<file path="config.mk">
export PLATFORM = sky130hd
export DESIGN_NAME = obi_apb_demux_bridge
export DESIGN_NICKNAME = d
export VERILOG_FILES = /design/src/rtl/obi_apb_demux_bridge.sv
export SDC_FILE = /design/constraint.sdc
export NUM_CORES = 1
export LEC_CHECK = 0
export ABC_CLOCK_PERIOD_IN_PS = 2100
export CAP_MARGIN = 20
export CORE_MARGIN = 2
export CORE_UTILIZATION = 41
export CTS_BUF_LIST = sky130_fd_sc_hd__clkbuf_8
export CTS_CLUSTER_DIAMETER = 100
export DETAILED_ROUTE_END_ITERATION = 12
export MAX_ROUTING_LAYER = met4
export PLACE_DENSITY = 0.88
export SLEW_MARGIN = 30
export SYNTH_ARGS = -nofsm -noshare
export SYNTH_HDL_FRONTEND = slang
export SYNTH_SLANG_ARGS = --single-unit
export TNS_END_PERCENT = 5
</file>
<file path="constraint.sdc">
create_clock -name clk_i -period 2.1 [get_ports clk_i]
set_input_delay 0.63 -clock clk_i [delete_from_list [all_inputs] [get_ports clk_i]]
set_output_delay 0.63 -clock clk_i [all_outputs]
set_load 0.01 [all_outputs]
</file>
<file path="src/rtl/obi_apb_demux_bridge.sv">
// OBI subordinate to multi-completer APB manager bridge with address decoding,
// one outstanding transfer, optional ACCESS-phase timeout and error response.
module obi_apb_demux_bridge #(
    parameter int unsigned NumSlaves     = 4,
    parameter logic [31:0] BaseAddr      = 32'h0000_3000,
    parameter logic [31:0] SlvSize       = 32'h100,
    parameter int unsigned TimeoutCycles = 255
) (
    input  logic                        clk_i,
    input  logic                        rst_ni,
    // OBI subordinate
    input  logic                        req_i,
    input  logic [31:0]                 addr_i,
    input  logic                        we_i,
    input  logic [3:0]                  be_i,
    input  logic [31:0]                 wdata_i,
    output logic                        gnt_o,
    output logic                        rvalid_o,
    output logic [31:0]                 rdata_o,
    output logic                        err_o,
    // APB manager
    output logic [NumSlaves-1:0]        psel_o,
    output logic                        penable_o,
    output logic [31:0]                 paddr_o,
    output logic                        pwrite_o,
    output logic [31:0]                 pwdata_o,
    output logic [3:0]                  pstrb_o,
    input  logic [NumSlaves-1:0]        pready_i,
    input  logic [NumSlaves-1:0][31:0]  prdata_i,
    input  logic [NumSlaves-1:0]        pslverr_i,
    output logic                        busy_o
);

    localparam int unsigned SlvShift  = $clog2(SlvSize);
    localparam int unsigned IdxW      = (NumSlaves > 1) ? $clog2(NumSlaves) : 1;
    localparam int unsigned WcW       = (TimeoutCycles > 0) ? $clog2(TimeoutCycles + 1) : 1;
    localparam bit          TimeoutEn = (TimeoutCycles != 0);

    typedef enum logic [1:0] {
        IDLE,
        SETUP,
        ACCESS,
        RESP
    } state_t;

    state_t state_reg, state_next;

    // Latched request
    logic [31:0]     addr_reg;
    logic            we_reg;
    logic [3:0]      be_reg;
    logic [31:0]     wdata_reg;
    logic [IdxW-1:0] idx_reg;

    // Last APB transfer values, shown on the bus outside SETUP/ACCESS
    logic [31:0]     hold_addr_reg;
    logic            hold_we_reg;
    logic [31:0]     hold_wdata_reg;
    logic [3:0]      hold_strb_reg;

    logic [WcW-1:0]  wait_cnt_reg;
    logic [31:0]     rdata_reg;
    logic            err_reg;

    // Address decode; the subtraction wraps for addresses below the base,
    // so the explicit lower-bound compare is what rejects them.
    logic [31:0]     offset;
    logic [31:0]     slot;
    logic            dec_hit;
    logic [IdxW-1:0] dec_idx;

    assign offset  = addr_i - BaseAddr;
    assign slot    = offset >> SlvShift;
    assign dec_hit = (addr_i >= BaseAddr) && (slot < NumSlaves);
    assign dec_idx = slot[IdxW-1:0];

    // Selected-completer view of the APB return signals
    logic [NumSlaves-1:0] sel_vec;
    logic                 pready_sel;
    logic                 pslverr_sel;
    logic [31:0]          prdata_sel;

    genvar gi;
    generate
        for (gi = 0; gi < NumSlaves; gi++) begin : g_sel
            assign sel_vec[gi] = (idx_reg == IdxW'(gi));
        end
    endgenerate

    assign pready_sel  = |(pready_i & sel_vec);
    assign pslverr_sel = |(pslverr_i & sel_vec);

    always_comb begin
        prdata_sel = '0;
        for (int i = 0; i < NumSlaves; i++) begin
            if (sel_vec[i]) begin
                prdata_sel = prdata_sel | prdata_i[i];
            end
        end
    end

    logic [3:0] strb_latched;
    assign strb_latched = we_reg ? be_reg : 4'b0000;

    // FSM: state register
    always_ff @(posedge clk_i or negedge rst_ni) begin
        if (!rst_ni) begin
            state_reg <= IDLE;
        end else begin
            state_reg <= state_next;
        end
    end

    // FSM: next state and handshake outputs
    logic gnt;
    logic timeout_hit;

    always_comb begin
        state_next  = state_reg;
        gnt         = 1'b0;
        timeout_hit = 1'b0;
        case (state_reg)
            IDLE: begin
                gnt = req_i;
                if (req_i) begin
                    state_next = dec_hit ? SETUP : RESP;
                end
            end
            SETUP: begin
                state_next = ACCESS;
            end
            ACCESS: begin
                // pready wins over a timeout landing on the same cycle
                if (pready_sel) begin
                    state_next = RESP;
                end else if (TimeoutEn && (wait_cnt_reg == WcW'(TimeoutCycles))) begin
                    timeout_hit = 1'b1;
                    state_next  = RESP;
                end
            end
            RESP: begin
                state_next = IDLE;
            end
            default: begin
                state_next = IDLE;
            end
        endcase
    end

    // Datapath
    always_ff @(posedge clk_i or negedge rst_ni) begin
        if (!rst_ni) begin
            addr_reg       <= '0;
            we_reg         <= 1'b0;
            be_reg         <= '0;
            wdata_reg      <= '0;
            idx_reg        <= '0;
            hold_addr_reg  <= '0;
            hold_we_reg    <= 1'b0;
            hold_wdata_reg <= '0;
            hold_strb_reg  <= '0;
            wait_cnt_reg   <= '0;
            rdata_reg      <= '0;
            err_reg        <= 1'b0;
        end else begin
            case (state_reg)
                IDLE: begin
                    if (req_i) begin
                        addr_reg     <= addr_i;
                        we_reg       <= we_i;
                        be_reg       <= be_i;
                        wdata_reg    <= wdata_i;
                        idx_reg      <= dec_idx;
                        wait_cnt_reg <= '0;
                        rdata_reg    <= '0;
                        err_reg      <= ~dec_hit;
                    end
                end
                SETUP: begin
                    hold_addr_reg  <= addr_reg;
                    hold_we_reg    <= we_reg;
                    hold_wdata_reg <= wdata_reg;
                    hold_strb_reg  <= strb_latched;
                end
                ACCESS: begin
                    if (pready_sel) begin
                        rdata_reg <= we_reg ? 32'h0 : prdata_sel;
                        err_reg   <= pslverr_sel;
                    end else if (timeout_hit) begin
                        rdata_reg <= '0;
                        err_reg   <= 1'b1;
                    end else begin
                        wait_cnt_reg <= wait_cnt_reg + WcW'(1);
                    end
                end
                default: begin
                end
            endcase
        end
    end

    // Outputs
    logic in_setup;
    logic in_access;

    assign in_setup  = (state_reg == SETUP);
    assign in_access = (state_reg == ACCESS);

    // Gate with reset so nothing is granted while held in reset
    assign gnt_o     = gnt & rst_ni;
    assign busy_o    = (state_reg != IDLE);
    assign rvalid_o  = (state_reg == RESP);
    assign rdata_o   = rvalid_o ? rdata_reg : 32'h0;
    assign err_o     = rvalid_o & err_reg;

    assign psel_o    = (in_setup || in_access) ? sel_vec : '0;
    assign penable_o = in_access;
    assign paddr_o   = in_setup ? addr_reg     : hold_addr_reg;
    assign pwrite_o  = in_setup ? we_reg       : hold_we_reg;
    assign pwdata_o  = in_setup ? wdata_reg    : hold_wdata_reg;
    assign pstrb_o   = in_setup ? strb_latched : hold_strb_reg;

endmodule

</file>
# Yosys cells after proc, flatten, opt, wreduce, memory -nomap -nowiden

Index checks and enable logic that the tools add are counted.

Reduce and logical (&&, ||, !) cells: 12
Equality and inequality tests: 12
Bitwise gates (word level): 8
Order comparisons: 2
$add $sub $neg: 2
Multiplexer cells: 33

Operators by type and width:

| operator                                                                 | number |
|---|---|
| 32-bit 2-to-1 mux                                                        | 11 |
| 32-bit OR                                                                | 3 |
| 32-bit case mux with 2 select lines                                      | 1 |
| 32-bit by 14-bit >= comparator with 1-bit output (second input constant) | 1 |
| 32-bit by 14-bit subtractor with 32-bit output (second input constant)   | 1 |
| 24-bit by 3-bit < comparator with 1-bit output (second input constant)   | 1 |
| 8-bit 2-to-1 mux                                                         | 3 |
| 8-bit case mux with 2 select lines                                       | 1 |
| 4-bit 2-to-1 mux                                                         | 3 |
| 8-bit by 1-bit adder with 8-bit output (second input constant)           | 1 |
| 4-bit AND                                                                | 2 |
| 2-bit equality test (second input constant)                              | 4 |
| 8-bit equality test (second input constant)                              | 1 |
| 1-bit 2-to-1 mux                                                         | 8 |
| 2-bit 2-to-1 mux                                                         | 4 |
| 2-bit case mux with 4 select lines                                       | 1 |
| 4-bit OR reduction                                                       | 2 |
| 2-bit != test (second input constant)                                    | 3 |
| 2-bit by 1-bit equality test with 1-bit output (second input constant)   | 2 |
| 2-bit zero test                                                          | 2 |
| 2-bit AND reduction                                                      | 2 |
| 4-bit AND reduction                                                      | 1 |
| 2-bit nonzero test                                                       | 2 |
| 3-bit by 2-bit != test with 1-bit output (second input constant)         | 1 |
| 7 further kinds                                                          | 8 |

Logic and storage cells: 82
Bits in registers: 183
Output and inout port bits: 110
Input port bits: 208

# Depth between registers and ports, before layout

Gate-level depths: netlist of run 1.

Depth in word-level cells: 11
Mapped depth: 7
Mapped depth without buffers: 6

# Worst setup path after synthesis of run 1

No wires, ideal clock.

Path type: reg-to-output
Start point: register state_reg[1]
End point: output paddr_o[0]
Data required time: 1.470 ns
Data arrival time: 1.660 ns
Path buffers: 2
Stages on the path, launching flop included: 6
Slack: -0.190 ns
Cell sequence: dfrtp_1 -> inv_1 -> ha_1 -> clkbuf_1 -> clkbuf_1 -> mux2_2

Longest elaborated chain between the ends: 2

Ends and longest elaborated chain:

| element                                        | line | text |
|---|---|---|
| start, declared                                | 46   | `state_t state_reg, state_next;` |
| start signal, assigned                         | 110  | `state_reg <= state_next;` |
| 2-bit by 1-bit equality test with 1-bit output | 206  | `assign in_setup = (state_reg == SETUP);` |
| 32-bit 2-to-1 mux                              | --   |  |
| end, declared                                  | 24   | `output logic [31:0] paddr_o,` |

Every way passes these cells.

# Worst setup path in the final report of run 1

Start point: register state_reg[0]
End point: output paddr_o[13]

The elaborated chain is that of the path after synthesis.

==> flow_summary.toml, run 1 <==
[clock_tree]
htreeDepth = 4
cts_tree = "done"
holdBufCountCts = 0
clkLatencyLatePin_ns = 0.46
cts_buffers = 17
cts_root_buf = "clkbuf_8"
clk_pin_slew_ns = 0.11
clock-sinks = 181
cts_buffer_depth = 2

[setup_path]
crit_chain = "buf_6 > ha_4 > buf_12 > clkbuf_16 > buf_6 > mux2_4 > buf_6"
cp_slowest_cell = "dfrtp_1"
r2r_slack_ns = 0.04
cp_top_family = "buffers and inverters"
critPathCaptureType = "output pin"
worstPathRequired_ns = 1.47
crit_arrival_ns = 2.00
crit_path_max_incr_delay_ns = 0.40
cpMostUsedCell = "buf_6"
startpoint_type = "flip-flop"
path_class = "reg2out"
path_max_fanout = 8
cp.buffers_inverters = 5

[final_layout]
final_area_um2 = 12500
drive_gt1_share_pct = 43.9
layout.cells.non_filler = 1200
syn_to_final_growth_pct = 54.3
fin_nets = 1136
fillCellCount = 1523
insertedDiodeCount = 0

[floorplanning]
die_x_um = 145
die_area_um2 = 20900
core_um2 = 19400
io_pins = 318
die_y_um = 145
placementRows = 51
start_util_pct = 41.7

[timing]
worst_pin_slew_ns = 0.775
hold_viol = 0
worst_slew_margin_rel_pct = 48.3
setup_viol = 110
finClkSkew_ns = 0.0212
clock.fmax_mhz = 380
period_minus_slack_ns = 2.63
fin_ws_ns = -0.531
slew_viol_final = 0
setup_tns_ns = -34.54
rsz0062_at_grt = "yes"
finalCritPeriodShare_pct = 125

[global_route]
grt_max_degree = 140
grt_use_total_pct = 24.0
overflow = 0
grt_pass1_vias = 6528
antenna_found_initial = 0
grt_pass1_wl_mm = 36.4

[logic_synthesis]
synthArstFlopShare_pct = 100
synthDistinctLibCells = 41
netlist_area_um2 = 8100
ys_ff_latch = 181
yosysSeqAreaShare_pct = 56.0
syn_area_per_cell_um2 = 14.7
synth-edff-count = 0
synth.net_count = 764
syn_inst = 550
yosysWarningCount = 0
synth_flop_cell = "dfrtp_1"

[route]
drcViolationCount = 0
vias = 6228
wl_per_cell_um = 20.6
wirelength_mm = 24.7
vias_per_cell = 5.19
drt_pass1_iterations = 6
drt_iter0_drc = 283
postRouteAntennaNets = 0

[placement]
place_congestion = 0.872
place_inst = 1148
dp_hpwl_mm = 18.0
placed_cell_area_um2 = 12000
port_buffers = 317

[status]
violations = "negative setup slack"
status = "finished, violations left"

[power_and_ir_drop]
powerDensity_nw_per_um2 = 1430
peakVddDrop_v = 0.000850
p_total_mw = 17.9
cellLeakagePower_nw = 5.48

[run]
max_cap_viol_count = 0

[min_path]
hold_class = "in2async"
## kinds of logic after synthesis
family                   count (synthesis)  share of synthesized area, %
buffers and inverters                   46                          2.47
AND/OR/NAND/NOR                         90                          6.38
AO/OA/AOI/OAI                           55                          5.67
adder cells (fa/ha/maj)                  6                         0.927
flip-flops                             181                          56.0
multiplexers                           172                          28.6
## placed cells by master, fill, tap and decap left out, drive strengths merged, types with 5 or more instances in the layout
cell	instances
o21ai	7
nand3	13
mux2	134
clkdlybuf4s50	206
ha	6
mux4	34
a22o	32
clkbuf	43
dfrtp	181
or2	5
nand2	12
buf	149
clkdlybuf4s15	5
nor2	5
and2	33
inv	20
## tightest hold or removal path: cells and delay by family
family	cells	cell delay, ns
buffers and inverters	3	0.67
## Yosys cell counts, types with 5 or more instances
cell	count	share of area [%]
o21ai_0	7	0.43
ha_1	6	0.93
or2_2	5	0.39
and2_1	33	2.6
nor2_1	5	0.23
dfrtp_1	181	56
nand2_1	12	0.56
inv_1	12	0.56
mux4_2	34	9.5
a22o_1	32	3.5
nand3_1	13	0.80
clkbuf_1	25	1.2
mux2_2	134	19
## metrics by stage
step                      setup slack (ns)  util [%]  hold slack (ns)
after floorplan                     0.0399         -            0.334
after global placement              -0.679      61.6            0.477
after detailed placement            -0.513      61.7            0.485
after CTS                           -0.617      63.5            0.395
after global routing                -0.602      64.4            0.399
final                               -0.531      64.4            0.377
## final timing paths
kind | to | start | cells after the start
setup / recovery | paddr_o[13] | state_reg[0] | 7
hold / removal | hold_wdata_reg[18] | rst_ni | 3
setup reg to reg | rdata_reg[21] | state_reg[0] | 10
hold reg to reg | hold_wdata_reg[1] | hold_wdata_reg[1] | 1
max in group asynchronous | hold_strb_reg[3] | rst_ni | 3
min in group clk_i | hold_wdata_reg[1] | hold_wdata_reg[1] | 1
## metal layers
metal | routed length, µm | GRT usage, %
met5 | 0 | -
met4 | 771 | 8.99
met3 | 1620 | 6.62
met2 | 12300 | 38.1
met1 | 9980 | 29.5
## timing repair
| action | in CTS | in global routing |
|---|---|---|
| gates cloned | 2 | 3 |
| pin swaps | 5 | 2 |
| gates resized for setup | 387 | 106 |
| setup buffers | 5 | 12 |
| setup endpoints to repair | 111 | 147 |
## layout make-up
| class | instances | area [µm²] | share of cell area, % |
|---|---|---|---|
| Timing Repair Buffer | 387 | 3680 | 29.5 |
| Multi-Input combinational cell | 323 | 3530 | 28.2 |
| Sequential cell | 181 | 4530 | 36.3 |
| Inverter | 12 | 45.0 | 0.361 |
| Clock buffer | 18 | 248 | 1.98 |
| Tap cell | 265 | 332 | 2.65 |
| Clock inverter | 14 | 124 | 0.992 |
## report_power, final
group | switching [mW] | leakage, nW | internal, mW
clock | 1.29 | 0.199 | 0.984
combinational | 4.19 | 3.07 | 5.44
sequential | 0.781 | 2.22 | 5.19
total | 6.26 | 5.48 | 11.6
Power figures use the tool's default switching activity.
==> run 2: changes to the inputs <==
--- a/config.mk
+++ b/config.mk
@@ -13,7 +13,7 @@
 export CTS_CLUSTER_DIAMETER = 100
 export DETAILED_ROUTE_END_ITERATION = 12
 export MAX_ROUTING_LAYER = met4
-export PLACE_DENSITY = 0.88
+export PLACE_DENSITY_LB_ADDON = 0.08
 export SLEW_MARGIN = 30
 export SYNTH_ARGS = -nofsm -noshare
 export SYNTH_HDL_FRONTEND = slang
==> flow_summary.toml, run 2 (synthesized netlist as in run 1, its figures left out) <==
[status]
status = "finished, violations left"
violations = "negative setup slack"

[placement]
port_buffers = 317
place_congestion = 0.902
dp_hpwl_mm = 16.6
placed_cell_area_um2 = 11900

[final_layout]
fillCellCount = 1466
syn_to_final_growth_pct = 57.3
final_util_pct = 65.6
insertedDiodeCount = 0
final_area_um2 = 12700
layout_common_cells = "206 x clkdlybuf4s50_1, 180 x dfrtp_1, 87 x mux2_2, 47 x mux2_4, 47 x buf_2"
mostFrequentLayoutCell = "clkdlybuf4s50_1"
drive_gt1_share_pct = 42.5
fin_nets = 1122

[clock_tree]
clk_pin_slew_ns = 0.10
clock-sinks = 181
holdBufCountCts = 0
clkLatencyLatePin_ns = 0.46
cts_buffer_depth = 2
cts_tree = "done"
htreeDepth = 4
cts_root_buf = "clkbuf_8"
cts_buffers = 17

[timing]
rsz0062_at_grt = "yes"
finClkSkew_ns = 0.0164
period_minus_slack_ns = 2.60
finalCritPeriodShare_pct = 124
clock.fmax_mhz = 384
setup_viol = 111
fin_ws_ns = -0.502
worst_pin_slew_ns = 0.723
slew_viol_final = 0
worst_slew_margin_rel_pct = 51.7
hold_viol = 0

[global_route]
grt_max_degree = 182
overflow = 0
grt_use_met3_pct = 5.86
grt_pass1_vias = 6469
grt.met1_usage_pct = 25.9
antenna_found_initial = 0
grt_pass1_wl_mm = 34.3
grt-busiest-layer = "met2"
grt_use_total_pct = 22.2
use_met2_pct = 37.9

[setup_path]
worstPathRequired_ns = 1.47
cp_top_family = "buffers and inverters"
crit_arrival_ns = 1.97
cp.buffers_inverters = 3
timing.rr.start = "state_reg[1]"
critPathCaptureType = "output pin"
crit_start = "state_reg[0]"
startpoint_type = "flip-flop"
crit_path_max_incr_delay_ns = 0.44
crit_chain = "ha_4 > buf_6 > buf_16 > mux2_2 > clkdlybuf4s15_2"
cp_slowest_cell = "dfrtp_1"
path_class = "reg2out"
path_max_fanout = 15

[min_path]
hold_class = "in2async"

[power_and_ir_drop]
cellLeakagePower_nw = 5.57
p_total_mw = 18.4
powerDensity_nw_per_um2 = 1450
peakVddDrop_v = 0.000723

[run]
max_cap_viol_count = 0

[route]
vias_per_cell = 5.12
vias = 6067
drt_iter0_drc = 186
drt_pass1_iterations = 4
postRouteAntennaNets = 0
wirelength_mm = 23.1
drcViolationCount = 0
wl_per_cell_um = 19.5

[floorplanning]
die_x_um = 145
placementRows = 51
start_util_pct = 41.7
die_y_um = 145
core_um2 = 19400
io_pins = 318
die_area_um2 = 20900
==> run 2: layer usage <==
layer | routed length (µm) | vias up
li1 | - | 2751
met1 | 9020 | 3044
met2 | 11900 | 241
met3 | 1790 | 31
met4 | 433 | 0
met5 | 0 | -
==> run 2: path summary, 6_finish.rpt <==
check                                         end  slack [ns]  cells after the start
max in group asynchronous            state_reg[1]        1.03                      3
min in group clk_i              hold_addr_reg[22]        0.50                      1
worst min-delay path            hold_wdata_reg[4]        0.19                      2
worst max register to register    wait_cnt_reg[7]        0.06                      9
worst min register to register  hold_addr_reg[22]        0.50                      1
worst max-delay path                 pwdata_o[10]       -0.50                      5
==> run 2: through the flow <==
stage / TNS, ns / worst slack [ns] / hold slack [ns] / std cells
finish: -39.01 / -0.502 / 0.185 / 1186
CTS: -43.50 / -0.594 / 0.423 / 1179
floorplan: 0 / 0.0399 / 0.334 / 550
detailed placement: -41.96 / -0.530 / 0.483 / 1139
global placement: -45.43 / -0.627 / 0.479 / 1139
global route: -48.64 / -0.598 / 0.198 / 1186
==> run 2: timing repair <==
item                                    CTS  global route
pin swaps                                 3             5
buffers inserted                          4             5
endpoints found under the hold margin     0             0
endpoints found under the setup margin  145           146
gates cloned                              4             1
gates resized for setup                 486            50
==> run 2: power by group <==
part / leakage (nW) / total (mW) / switching [mW] / internal, mW
clock: 0.213 / 2.37 / 1.28 / 1.09
combinational: 3.14 / 10.1 / 4.20 / 5.89
sequential: 2.22 / 5.97 / 0.782 / 5.19
==> run 2: final cells by class <==
cell class	instances	area [µm²]	area share (%)
timing repair buffer	373	3740	29.4
multi-input combinational	323	3680	28.9
clock buffer	17	234	1.84
sequential	181	4530	35.6
tap	265	332	2.60
inverter	12	45.0	0.354
clock inverter	15	171	1.35
